<file path="config.mk">
export PLATFORM = sky130hd
export DESIGN_NAME = serial_subtractor_flat
export DESIGN_NICKNAME = d
export VERILOG_FILES = /design/src/rtl/serial_subtractor_if.sv /design/src/rtl/serial_subtractor.sv /design/src/flat_wrapper.sv
export SDC_FILE = /design/constraint.sdc
export NUM_CORES = 1
export LEC_CHECK = 0
export ABC_CLOCK_PERIOD_IN_PS = 5460
export CAP_MARGIN = 20
export CORE_UTILIZATION = 55
export CTS_CLUSTER_SIZE = 25
export DETAILED_ROUTE_END_ITERATION = 10
export HOLD_SLACK_MARGIN = 0.1
export PLACE_DENSITY = 0.83
export SKIP_LAST_GASP = 1
export SLEW_MARGIN = 20
export SYNTH_ARGS = -nofsm -noshare
export SYNTH_HDL_FRONTEND = slang
export SYNTH_SLANG_ARGS = --single-unit
</file>
<file path="constraint.sdc">
create_clock -name clk -period 5.46 [get_ports clk]
set_clock_uncertainty 0.15 [all_clocks]
set_input_delay 0.546 -clock clk [delete_from_list [all_inputs] [get_ports clk]]
set_output_delay 0.546 -clock clk [all_outputs]
set_load 0.02 [all_outputs]
</file>
<file path="src/rtl/serial_subtractor_if.sv">
// Handshake/data bundle for serial_subtractor.
// Port ovf exists only when SERIAL_SUB_OVF_EN is defined.
interface serial_subtractor_if #(
    parameter int WIDTH = 8
);
    logic             start;
    logic [WIDTH-1:0] a;
    logic [WIDTH-1:0] b;
    logic             bin;
    logic [WIDTH-1:0] c;
    logic             bout;
    logic             busy;
    logic             done;
`ifdef SERIAL_SUB_OVF_EN
    logic             ovf;

    modport master (output start, a, b, bin, input c, bout, busy, done, ovf);
    modport slave  (input start, a, b, bin, output c, bout, busy, done, ovf);
`else
    modport master (output start, a, b, bin, input c, bout, busy, done);
    modport slave  (input start, a, b, bin, output c, bout, busy, done);
`endif
endinterface

</file>
<file path="src/rtl/serial_subtractor.sv">
// Bit-serial subtractor: {bout, c} = a - b - bin, one full-subtractor cell, LSB first.
// Optional signed-overflow flag ovf enabled by defining SERIAL_SUB_OVF_EN.
module serial_subtractor #(
    parameter int WIDTH = 8
) (
    input  logic                clk,
    input  logic                rst_n,
    serial_subtractor_if.slave  bus
);
    localparam int CW = (WIDTH > 1) ? $clog2(WIDTH) : 1;
    localparam logic [CW-1:0] LAST_BIT = CW'(WIDTH - 1);

    typedef enum logic [1:0] {
        IDLE = 2'd0,
        RUN  = 2'd1,
        DONE = 2'd2
    } state_t;

    state_t           state_r;
    logic [WIDTH-1:0] a_r;
    logic [WIDTH-1:0] b_r;
    logic [WIDTH-1:0] diff_r;
    logic             br_r;
    logic [CW-1:0]    cnt_r;
    logic [WIDTH-1:0] c_r;
    logic             bout_r;
    logic             busy_r;
    logic             done_r;
`ifdef SERIAL_SUB_OVF_EN
    logic             ovf_r;
`endif

    logic             a_bit_s;
    logic             b_bit_s;
    logic             diff_bit_s;
    logic             br_next_s;

    // Full-subtractor cell working on the current LSB of the shifted operands.
    always_comb begin
        a_bit_s    = a_r[0];
        b_bit_s    = b_r[0];
        diff_bit_s = a_bit_s ^ b_bit_s ^ br_r;
        br_next_s  = (~a_bit_s & b_bit_s) | (~(a_bit_s ^ b_bit_s) & br_r);
    end

    // Control FSM, operand shifters and registered result outputs.
    always_ff @(posedge clk or negedge rst_n) begin
        if (!rst_n) begin
            state_r <= IDLE;
            a_r     <= '0;
            b_r     <= '0;
            diff_r  <= '0;
            br_r    <= 1'b0;
            cnt_r   <= '0;
            c_r     <= '0;
            bout_r  <= 1'b0;
            busy_r  <= 1'b0;
            done_r  <= 1'b0;
`ifdef SERIAL_SUB_OVF_EN
            ovf_r   <= 1'b0;
`endif
        end else begin
            case (state_r)
                IDLE: begin
                    done_r <= 1'b0;
                    if (bus.start) begin
                        a_r     <= bus.a;
                        b_r     <= bus.b;
                        br_r    <= bus.bin;
                        diff_r  <= '0;
                        cnt_r   <= '0;
                        busy_r  <= 1'b1;
                        state_r <= RUN;
                    end else begin
                        busy_r  <= 1'b0;
                    end
                end
                RUN: begin
                    a_r    <= a_r >> 1;
                    b_r    <= b_r >> 1;
                    br_r   <= br_next_s;
                    diff_r <= {diff_bit_s, diff_r[WIDTH-1:1]};
                    if (cnt_r == LAST_BIT) begin
                        // Result registers change only here, so c never shows a partial value.
                        c_r     <= {diff_bit_s, diff_r[WIDTH-1:1]};
                        bout_r  <= br_next_s;
`ifdef SERIAL_SUB_OVF_EN
                        // Signed overflow: borrow into the sign bit differs from borrow out of it.
                        ovf_r   <= br_r ^ br_next_s;
`endif
                        busy_r  <= 1'b0;
                        done_r  <= 1'b1;
                        state_r <= DONE;
                    end else begin
                        cnt_r   <= cnt_r + 1'b1;
                    end
                end
                DONE: begin
                    done_r  <= 1'b0;
                    busy_r  <= 1'b0;
                    state_r <= IDLE;
                end
                default: begin
                    done_r  <= 1'b0;
                    busy_r  <= 1'b0;
                    state_r <= IDLE;
                end
            endcase
        end
    end

    assign bus.c    = c_r;
    assign bus.bout = bout_r;
    assign bus.busy = busy_r;
    assign bus.done = done_r;
`ifdef SERIAL_SUB_OVF_EN
    assign bus.ovf  = ovf_r;
`endif

endmodule

</file>
<file path="src/flat_wrapper.sv">
// flat-port wrapper written by rule: the top's interface ports become plain ports
module serial_subtractor_flat 
#(
    parameter int WIDTH = 8
)
  (clk, rst_n, bus_start, bus_a, bus_b, bus_bin, bus_c, bus_bout, bus_busy, bus_done);
  serial_subtractor_if #(.WIDTH(WIDTH)) bus_i ();
  input  logic clk;
  input  logic rst_n;
  input wire logic [$bits(bus_i.start)-1:0] bus_start;
  input wire logic [$bits(bus_i.a)-1:0] bus_a;
  input wire logic [$bits(bus_i.b)-1:0] bus_b;
  input wire logic [$bits(bus_i.bin)-1:0] bus_bin;
  output wire logic [$bits(bus_i.c)-1:0] bus_c;
  output wire logic [$bits(bus_i.bout)-1:0] bus_bout;
  output wire logic [$bits(bus_i.busy)-1:0] bus_busy;
  output wire logic [$bits(bus_i.done)-1:0] bus_done;
  assign bus_i.start = bus_start;
  assign bus_i.a = bus_a;
  assign bus_i.b = bus_b;
  assign bus_i.bin = bus_bin;
  assign bus_c = bus_i.c;
  assign bus_bout = bus_i.bout;
  assign bus_busy = bus_i.busy;
  assign bus_done = bus_i.done;
  serial_subtractor #(.WIDTH(WIDTH)) u_core (.clk(clk), .rst_n(rst_n), .bus(bus_i));
endmodule
</file>
After elaboration in Yosys (flattened, before gate mapping) --
Index checks and enable logic that the tools add are counted.
Storage, ports and cells: register bits 41
Cells by class: multiplexer cells 19, equal/unequal tests 5, reductions and logical operators 6, add/sub/neg operators 1, bitwise operators 7
Operators by type and width (count):
- $pmux W8 S2 | 3
- $mux W8 | 3
- $mux W3 | 2
- $pmux W3 S2 | 1
- $reduce_and A2 Y1 | 3
- $mux W1 | 5
- $mux W2 | 2
- $ne A2 B2 Y1 const B | 2
- $pmux W1 S2 | 2
- $pmux W2 S2 | 1
- $add A3 B1 Y3 const B | 1
- $eq A3 B3 Y1 const B | 1
- $reduce_and A3 Y1 | 1
- $and A1 B1 Y1 | 2
- $eq A2 B1 Y1 const B | 1
- $logic_not A2 Y1 | 1
- $ne A2 B1 Y1 const B | 1
- $not A1 Y1 | 2
- $reduce_bool A2 Y1 | 1
- $xor A1 B1 Y1 | 2
- $or A1 B1 Y1 | 1

Longest topological paths before layout --
Gate-level depths: netlist (run 1).
depth after elaboration 5, mapped depth 7, mapped depth without buffers 5

Worst setup path before layout (run 1) --
OpenSTA, ideal clock, no wires.
path type register to register, start register u_core.cnt_r[0], end register u_core.c_r[1] (netlist: u_core.bus.c[1]), setup time 125 ps, arrival 1523 ps, cell stages (with the launch flop) 7, required time 5185 ps, slack 3663 ps, cell sequence dfrtp_1 > ha_1 > ha_1 > buf_2 > nand3b_1 > buf_2 > mux2_2
On the way: word-level cells in the longest chain between the ends 2
RTL lines:
- from (decl) | RTL line serial_subtractor.sv:24 | logic [CW-1:0] cnt_r;
- from (signal assigned) | RTL line serial_subtractor.sv:95 | cnt_r <= cnt_r + 1'b1;
- $eq A3 B3 Y1 | RTL line serial_subtractor.sv:83 | if (cnt_r == LAST_BIT) begin
- $reduce_and A2 Y1 (no line)
- to (signal assigned) | RTL line serial_subtractor.sv:85 | c_r <= {diff_bit_s, diff_r[WIDTH-1:1]};
- to (decl) | RTL line serial_subtractor.sv:25 | logic [WIDTH-1:0] c_r;
No other way between the ends. A chain may end at the register's enable or synchronous reset.

Worst setup path in the final report (run 1) --
start register u_core.busy_r (netlist: u_core.bus.busy), end output port bus_busy
RTL lines:
- from (decl) | RTL line serial_subtractor.sv:27 | logic busy_r;
- from (signal assigned) | RTL line serial_subtractor.sv:57 | busy_r <= 1'b0;
- from (signal assigned) | RTL line serial_subtractor.sv:72 | busy_r <= 1'b1;
- from (signal assigned) | RTL line serial_subtractor.sv:75 | busy_r <= 1'b0;
- to (decl) | RTL line flat_wrapper.sv:16 | output wire logic [$bits(bus_i.busy)-1:0] bus_busy;
No word-level cell between the ends.

==> results of run 1 <==
cells by family after synthesis:
group | synth area share
AO/OA/AOI/OAI | 0.1427
adder cells (fa/ha/maj) | 0.02544
buffers and inverters | 0.04805
flip-flops | 0.5654
multiplexers | 0.05089
AND/OR/NAND/NOR | 0.1675
power groups by stage:
stage | clock (W) | combinational, W | sequential, W
3_5_place_dp | 0 | 0.000460 | 0.000522
2_1_floorplan | 0 | 0.000293 | 0.000536
3_3_place_gp | 0 | 0.000442 | 0.000513
4_1_cts | 0.000220 | 0.000462 | 0.000516
6_report | 0.000216 | 0.000456 | 0.000516
5_1_grt | 0.000231 | 0.000505 | 0.000531
final cells by class:
type / count / area (µm²) / area share
Inverter: 4 / 15.01 / 0.006973
Clock inverter: 1 / 30.03 / 0.01395
Multi-Input combinational cell: 102 / 684.4 / 0.3178
Clock buffer: 7 / 65.06 / 0.03021
Timing Repair Buffer: 31 / 302.8 / 0.1406
Sequential cell: 40 / 1001 / 0.4648
Tap cell: 44 / 55.05 / 0.02557
flip-flops by register name, summed over array words and instances (netlist names):
name and count:
u_core.bus.done 1, u_core.cnt_r 3, u_core.diff_r 7, u_core.bus.c 8
u_core.br_r 1, u_core.bus.bout 1, u_core.b_r 8, u_core.a_r 8
u_core.state_r 2, u_core.bus.busy 1
cells in the final DEF (no fill, tap or decap), types with 2 or more instances in the layout:
cell / instances
dfrtp_1: 40
inv_1: 4
nor3_1: 25
mux2_2: 8
o2bb2ai_1: 4
a22o_1: 7
nand2_1: 6
clkdlybuf4s50_1: 29
o21ai_0: 7
a221o_1: 4
clkbuf_4: 5
a21oi_1: 3
nor2_1: 13
o221a_2: 2
nand3b_1: 4
nand2b_1: 7
a22oi_1: 2
ha_1: 2
clkbuf_8: 2
worst max path at each step:
| stage | slack [ns] | end | start |
|---|---|---|---|
| 2_1_floorplan | 3.66 | u_core.bus.c[1]$_DFFE_PN0P_ | u_core.cnt_r[0]$_DFFE_PN0P_ |
| 3_3_place_gp | 3.27 | u_core.a_r[0]$_DFFE_PN0P_ | bus_start |
| 3_5_place_dp | 3.21 | u_core.b_r[0]$_DFFE_PN0P_ | bus_start |
| 4_1_cts | 3.42 | bus_busy | u_core.bus.busy$_DFFE_PN0P_ |
| 5_1_grt | 3.29 | u_core.bus.c[6]$_DFFE_PN0P_ | u_core.cnt_r[0]$_DFFE_PN0P_ |
| 6_report | 3.42 | bus_busy | u_core.bus.busy$_DFFE_PN0P_ |
through the flow:
stage	power [W]	utilization	setup slack, ns	hold slack [ns]	cell area, µm²
2_1_floorplan	0.0008293	-	3.663	0.1004	1770
3_3_place_gp	0.0009552	0.6742	3.267	0.3206	2058
3_5_place_dp	0.0009812	0.6742	3.205	0.3351	2058
4_1_cts	0.001198	0.7053	3.420	0.1684	2153
5_1_grt	0.001267	0.7053	3.291	0.1980	2153
6_report	0.001188	0.7053	3.424	0.1423	2153
per-layer routing:
metal / share of wire / vias up / GRT usage
met4: 0.023 / 0 / 0.1122
li1: - / 620 / -
met5: 0 / - / 0
met1: 0.45 / 650 / 0.2954
met2: 0.47 / 42 / 0.3636
met3: 0.050 / 8 / 0.03956
==> reports/metrics.yaml, run 1 <==
synth:
  synth_flop_cell: "dfrtp_1"
  synth_top_cells_by_count: "dfrtp_1, nor3_1, nor2_1"
  yosysSeqAreaShare: 0.5654
  synthCells: 158
  synth-edff-count: 0
  syn_avg_cell_area_um2: 11.21
  syn_nets: 181
  yosys_warnings: 0
  ys_async_sr_fraction: 1.000
  syn_area_um2: 1770
  synthDistinctLibCells: 28
  synth_top_area_share: 0.5654
  ys_ff_latch: 40
  synth.most_common_cell: "dfrtp_1"
  synth_area_leader_cell: "dfrtp_1"
  synth_area_leaders: "dfrtp_1, nor3_1, mux2_2"
setup_path:
  reg2reg_to: "u_core.bus.c[6]$_DFFE_PN0P_"
  path_depth: 1
  cpMaxStageDelayCell: "clkdlybuf4s50_1"
  worstSetupPathType: "reg2out"
  cp.arrival_ns: 1.34
  slowest_delay_ns: 0.61
  path_cells: "clkdlybuf4s50_1"
  crit_required_ns: 4.76
  critPathCaptureType: "primary output"
  crit-reg2reg-launch: "u_core.cnt_r[0]$_DFFE_PN0P_"
  cp_top_family: "buffers and inverters"
  worstSetupStartpointType: "flop"
  path_max_fanout: 2
  worstRegToRegCells: 4
  critPathBufInv: 1
  reg2reg_slack_ns: 3.44
layout:
  syn_to_final_growth_pct: 21.63
  diodes: 0
  drive_gt1_frac: 0.1189
  fillCellCount: 255
  stdcell_count: 229
  fin_nets: 207
floorplan:
  die_w_um: 58.74
  initial_utilization: 0.5799
  die_h_um: 58.74
  coreArea_um2: 3053
  io_pins: 31
  dieArea_um2: 3450
  row_count: 20
hold_path:
  hold_path.class: "in2async"
place:
  placedCellCount: 221
  hpwl_mm: 2.295
  gp_congestion: 0.7541
  port_buffers: 30
route:
  route.vias.total: 1320
  dr.pass1.iters: 4
  vias_per_cell: 5.764
  drc: 0
  wl_mm: 3.386
  wl_per_cell_um: 14.79
  ant_nets: 0
  drtIter0Drc: 35
clock_network:
  cts-root-buf: "clkbuf_4"
  post_cts_resize_count: 0
  cts_tree: "done"
  clk_pin_slew_worst_paths_ns: 0.12
  cts_setup_buffers: 0
  numCtsBuffers: 5
  cts_buffer_depth: 2
  postCtsHoldBufs: 0
  worstSkewPairLatency_ns: 0.36
  cts_max_level: 2
  clock_sinks: 40
grt:
  grt_pass1_wl_mm: 5.664
  grt_antenna_before_repair: 0
  grt_max_degree: 41
  grt_pass1_vias: 1243
  grt_use_total: 0.2257
  overflow: 0
sta:
  setup_viol: 0
  max_freq_ghz: 0.4912
  fin_crit_ns: 2.036
  rsz0062_at_grt: "no"
  drv_slew: 0
  setup_tns_ns: 0
  relSlewSlack: 0.4259
  finalCritPeriodShare: 0.3729
  worstMarginPinSlew_ns: 0.8611
  hold_viol: 0
pwr:
  seqPwrFrac: 0.435
  p_comb_frac: 0.384
  p_clk_frac: 0.182
  switching_share: 0.3474
  p_leak_nw: 0.9608
  p_int_w: 0.0007755
  power_density_nw_per_um2: 551.9
  ir_drop_mv: 0.2696
  switchingPower_w: 0.0004129
run:
  cap_violations: 0
outcome:
  status: "complete, no violations"
(Power assumes the default switching activity.)
==> run 2: changes to the inputs <==
Settings changed: ABC_CLOCK_PERIOD_IN_PS 5460 to 1980, CORE_UTILIZATION 55 to 51, PLACE_DENSITY 0.83 to 0.78.
Clock period 5.46 ns to 1.98 ns, I/O delays scaled along.
==> reports/metrics.yaml, run 2 (synthesized netlist as in run 1, its figures left out) <==
route:
  vias_per_cell: 5.477  # -5.0%
  ant_nets: 0  # unchanged
  wl_per_cell_um: 14.01  # -5.3%
  wl_met1_mm: 1.512  # -1.2%
  drc: 0  # unchanged
  drtIter0Drc: 47  # +34%
  dr.pass1.iters: 4  # unchanged
  wl_met2_mm: 1.602  # -0.37%
  route.vias.total: 1298  # -1.7%
  wl_met3_um: 144  # -15%
  maxUsedRoutingLayer: "met4"
  wl_mm: 3.320  # -1.9%
setup_path:
  reg2reg_slack_ns: 0.14  # -3.30 ns
  worstSetupStartpointType: "flop"
  crit_top_cell: "ha_1"
  slowest_delay_ns: 0.43  # -0.18 ns
  worstRegToRegCells: 5  # +1
  cpMaxStageDelayCell: "dfrtp_1"
  cp_top_family: "adder cells"
  path_depth: 5  # +4
  critPathCaptureType: "flop"
  critPathBufInv: 1  # unchanged
  startpoint: "u_core.cnt_r[0]$_DFFE_PN0P_"
  worstSetupPathType: "reg2reg"
  crit-reg2reg-launch: "u_core.cnt_r[0]$_DFFE_PN0P_"
  reg2reg_to: "u_core.bus.c[5]$_DFFE_PN0P_"
  path_max_fanout: 11  # +9
  critPathCapture: "u_core.bus.c[5]$_DFFE_PN0P_"
  crit_required_ns: 2.08  # -2.68 ns
  cp.arrival_ns: 1.94  # +0.60 ns
  path_cells: "ha_1, ha_1, nand3b_1, buf_4, mux2_2"
sta:
  relSlewSlack: 0.5181  # +0.09217
  fin_crit_ns: 1.837
  max_freq_ghz: 0.5443
  setup_viol: 0  # unchanged
  setup_tns_ns: 0  # unchanged
  rsz0062_at_grt: "no"
  hold_viol: 0  # unchanged
  drv_slew: 0  # unchanged
  hold-worst-slack_ns: 0.1853  # +0.04308 ns
  finalCritPeriodShare: 0.9279
  worstMarginPinSlew_ns: 0.7202  # -0.1409 ns
layout:
  fin_nets: 213  # +2.9%
  diodes: 0  # unchanged
  finalInstanceArea_um2: 2205  # +2.4%
  regArea_um2: 1001  # unchanged
  final_cell_mix: "dfrtp_1, clkdlybuf4s50_1, nor3_1, nor2_1, mux2_2"
  multi_input_comb_area_um2: 684.4  # unchanged
  syn_to_final_growth_pct: 24.52
  fillCellCount: 284  # +11%
  final_common_cell: "dfrtp_1"
  drive_gt1_frac: 0.1414  # +0.02244
floorplan:
  die_h_um: 60.92  # +3.7%
  dieArea_um2: 3711  # +7.6%
  row_count: 21  # +5.0%
  die_w_um: 60.92  # +3.7%
  coreArea_um2: 3337  # +9.3%
  io_pins: 31  # unchanged
  initial_utilization: 0.5306  # -0.04936
grt:
  grt_use_total: 0.2015  # -0.02420
  grt_antenna_before_repair: 0  # unchanged
  overflow: 0  # unchanged
  grt_pass1_vias: 1217  # -2.1%
  grt_max_degree: 41  # unchanged
  grt_pass1_wl_mm: 5.299  # -6.4%
pwr:
  report.power.total_w: 0.003257  # +170%
  power_density_nw_per_um2: 1478  # +170%
  ir_drop_mv: 0.7725  # +190%
  p_leak_nw: 0.9837  # +2.4%
place:
  port_buffers: 30  # unchanged
  placedInstanceArea_um2: 2111  # +2.6%
  gp_congestion: 0.8155  # +8.1%
  hpwl_mm: 2.399  # +4.5%
clock_network:
  cts_max_level: 2  # unchanged
  clock_sinks: 40  # unchanged
  cts-root-buf: "clkbuf_4"
  worstSkewPairLatency_ns: 0.35  # about the same
  numCtsBuffers: 5  # unchanged
  cts_buffer_depth: 2  # unchanged
  cts_tree: "done"
  clk_pin_slew_worst_paths_ns: 0.12  # about the same
hold_path:
  hold_path.class: "in2async"
outcome:
  status: "complete, no violations"
run:
  cap_violations: 0  # unchanged
run 2: where the power goes:
part           leakage [nW]  switching, W  internal, W  total, W
Sequential            0.499      0.000249      0.00117   0.00142
Clock                0.0418      0.000283     0.000270  0.000552
Combinational         0.443      0.000624     0.000659   0.00128
run 2: routing by layer:
metal,vias to the layer above,GRT usage
li1,628,-
met1,622,0.2597
met2,39,0.3171
met3,9,0.03838
met4,0,0.1201
met5,-,0
run 2: cell type report:
cell class	instances	share of cell area
Clock buffer	5	0.01703
Clock inverter	3	0.02100
Inverter	4	0.006810
Multi-Input combinational cell	102	0.3104
Sequential cell	40	0.4540
Tap cell	46	0.02611
Timing Repair Buffer	37	0.1646
run 2: per-stage QoR:
stage | util | instances | worst slack [ns]
after floorplan | - | 158 | 0.1828
after global placement | 0.6325 | 228 | 0.2044
after detailed placement | 0.6325 | 228 | 0.1533
after CTS | 0.6607 | 237 | 0.1346
after global routing | 0.6607 | 237 | 0.03974
final | 0.6607 | 237 | 0.1427
run 2: worst min-delay path by stage:
stage,to,slack (ns),from,cells past startpoint
final,u_core.bus.c[7]$_DFFE_PN0P_,0.19,rst_n,3
after global routing,u_core.bus.c[4]$_DFFE_PN0P_,0.20,rst_n,3
after CTS,u_core.a_r[1]$_DFFE_PN0P_,0.18,rst_n,3
after detailed placement,u_core.bus.c[7]$_DFFE_PN0P_,0.04,rst_n,2
after global placement,u_core.bus.c[7]$_DFFE_PN0P_,0.03,rst_n,2
after floorplan,u_core.a_r[0]$_DFFE_PN0P_,-0.25,rst_n,0
run 2: what timing repair did:
item / in CTS / in global routing
setup buffers: 0 / 0
resized for setup: 0 / 0
hold endpoints to repair: 40 / 0
hold buffers: 1 / 0
run 2: tightest hold or removal path: stages:
cell and delay (ns):
dlygate4sd3_1 0.52, buf_2 0.12, buf_12 0.22
==> RTL change (settings of run 2) <==
`WIDTH` is set to 8 in 3 places; all go to 4.
--- a/src/rtl/serial_subtractor_if.sv
+++ b/src/rtl/serial_subtractor_if.sv
@@ -1,7 +1,7 @@
 // Handshake/data bundle for serial_subtractor.
 // Port ovf exists only when SERIAL_SUB_OVF_EN is defined.
 interface serial_subtractor_if #(
-    parameter int WIDTH = 8
+    parameter int WIDTH = 4
 );
     logic             start;
     logic [WIDTH-1:0] a;
--- a/src/rtl/serial_subtractor.sv
+++ b/src/rtl/serial_subtractor.sv
@@ -1,7 +1,7 @@
 // Bit-serial subtractor: {bout, c} = a - b - bin, one full-subtractor cell, LSB first.
 // Optional signed-overflow flag ovf enabled by defining SERIAL_SUB_OVF_EN.
 module serial_subtractor #(
-    parameter int WIDTH = 8
+    parameter int WIDTH = 4
 ) (
     input  logic                clk,
     input  logic                rst_n,
--- a/src/flat_wrapper.sv
+++ b/src/flat_wrapper.sv
@@ -1,7 +1,7 @@
 // flat-port wrapper written by rule: the top's interface ports become plain ports
 module serial_subtractor_flat 
 #(
-    parameter int WIDTH = 8
+    parameter int WIDTH = 4
 )
   (clk, rst_n, bus_start, bus_a, bus_b, bus_bin, bus_c, bus_bout, bus_busy, bus_done);
   serial_subtractor_if #(.WIDTH(WIDTH)) bus_i ();
Ports: changed (resized bus_a, bus_b and bus_c); port bits go from 31 to 19. No check against the original RTL was run, so the function may have changed too.
==> RTL change against run 2 <==
Global-route usage is 0.18 points lower. Setup slack better by 0.19 ns. Wire length is 42% lower. Synthesized cell count is 43% lower. Synthesized area is 39% lower. Sequential cell count is 17 lower. Final area is 41% lower. Power is 38% lower.
==> RTL change: results <==
metrics = {
    "placed_design": {
        "gp_congestion": 0.872,
        "io_buffers": 18,
        "place_area_um2": 1260,
        "dp_worst_setup_slack_ns": 0.304,
    },
    "setup_path": {
        "crit_fanout": 2,
        "cp_data_arrival_time_ns": 1.30,
        "slowest_delay_ns": 0.60,
        "worst_path_dominant_cell_family": "buffers and inverters",
        "cp_slowest_cell": "clkdlybuf4s50_1",
    },
    "grt": {
        "grt_use_total_pct": 20.0,
        "grt_first_pass_wirelength_um": 3050,
        "grt_util_met3_pct": 4.91,
        "met2_usage_pct": 27.0,
        "grt_max_degree": 24,
    },
    "synthesis": {
        "syn_nets": 104,
        "yosys-top-cells-area": "dfrtp_1 53%, o22ai_1 7.0%, mux2_4 5.6%",
        "synth_cell_type_count": 30,
        "yosysSeqAreaShare_pct": 53.3,
        "synth-adder-area-share_pct": 3.01,
        "synth-compound-area-share_pct": 21.1,
        "synth_top_family_by_area": "compound AO/OA/AOI/OAI gates",
        "synthMuxAreaShare_pct": 5.56,
        "avgSynthCellArea_um2": 12.0,
    },
    "cts": {
        "cts_buffers": 3,
    },
    "pwr": {
        "powerSeq_mw": 0.878,
        "maxPowerGroup": "combinational logic",
        "p_leak_nw": 0.584,
    },
    "detailed_routing": {
        "met1_length_um": 941,
        "route.met3.wl_um": 94,
        "wl_per_cell_um": 14.0,
        "vias_per_cell": 5.66,
        "wl_met2_um": 837,
    },
    "min_path": {
        "hold_path.class": "input pin to register",
    },
    "final_layout": {
        "layout.cells.non_filler": 137,
        "fin_nets": 125,
        "layout-drive-gt1-share_pct": 17.3,
    },
    "outcome": {
        "outcome": "complete, no violations",
    },
}
RTL change: worst paths after layout:
check	startpoint	to	slack [ns]	cells after the start
setup / recovery	u_core.bus.done	bus_done	0.34	1
hold / removal	bus_a[3]	u_core.a_r[3]	0.27	3
setup reg to reg	u_core.cnt_r[0]	u_core.bus.c[3]	0.45	3
hold reg to reg	u_core.bus.bout	u_core.bus.bout	0.36	2
max in group asynchronous	rst_n	u_core.bus.c[2]	0.82	3
min in group asynchronous	rst_n	u_core.bus.busy	0.62	3
RTL change: final cells by class:
| class | instances | area [um2] |
|---|---|---|
| Clock buffer | 3 | 22.5 |
| Clock inverter | 1 | 5.00 |
| Fill cell | 145 | 682 |
| Inverter | 5 | 21.3 |
| Multi-Input combinational cell | 58 | 444 |
| Sequential cell | 23 | 576 |
| Tap cell | 27 | 33.8 |
| Timing Repair Buffer | 20 | 198 |
RTL change: what timing repair did:
action                    in CTS  in global routing
buffers inserted               0                  0
hold buffers                   1                  0
hold endpoints to repair      23                  0
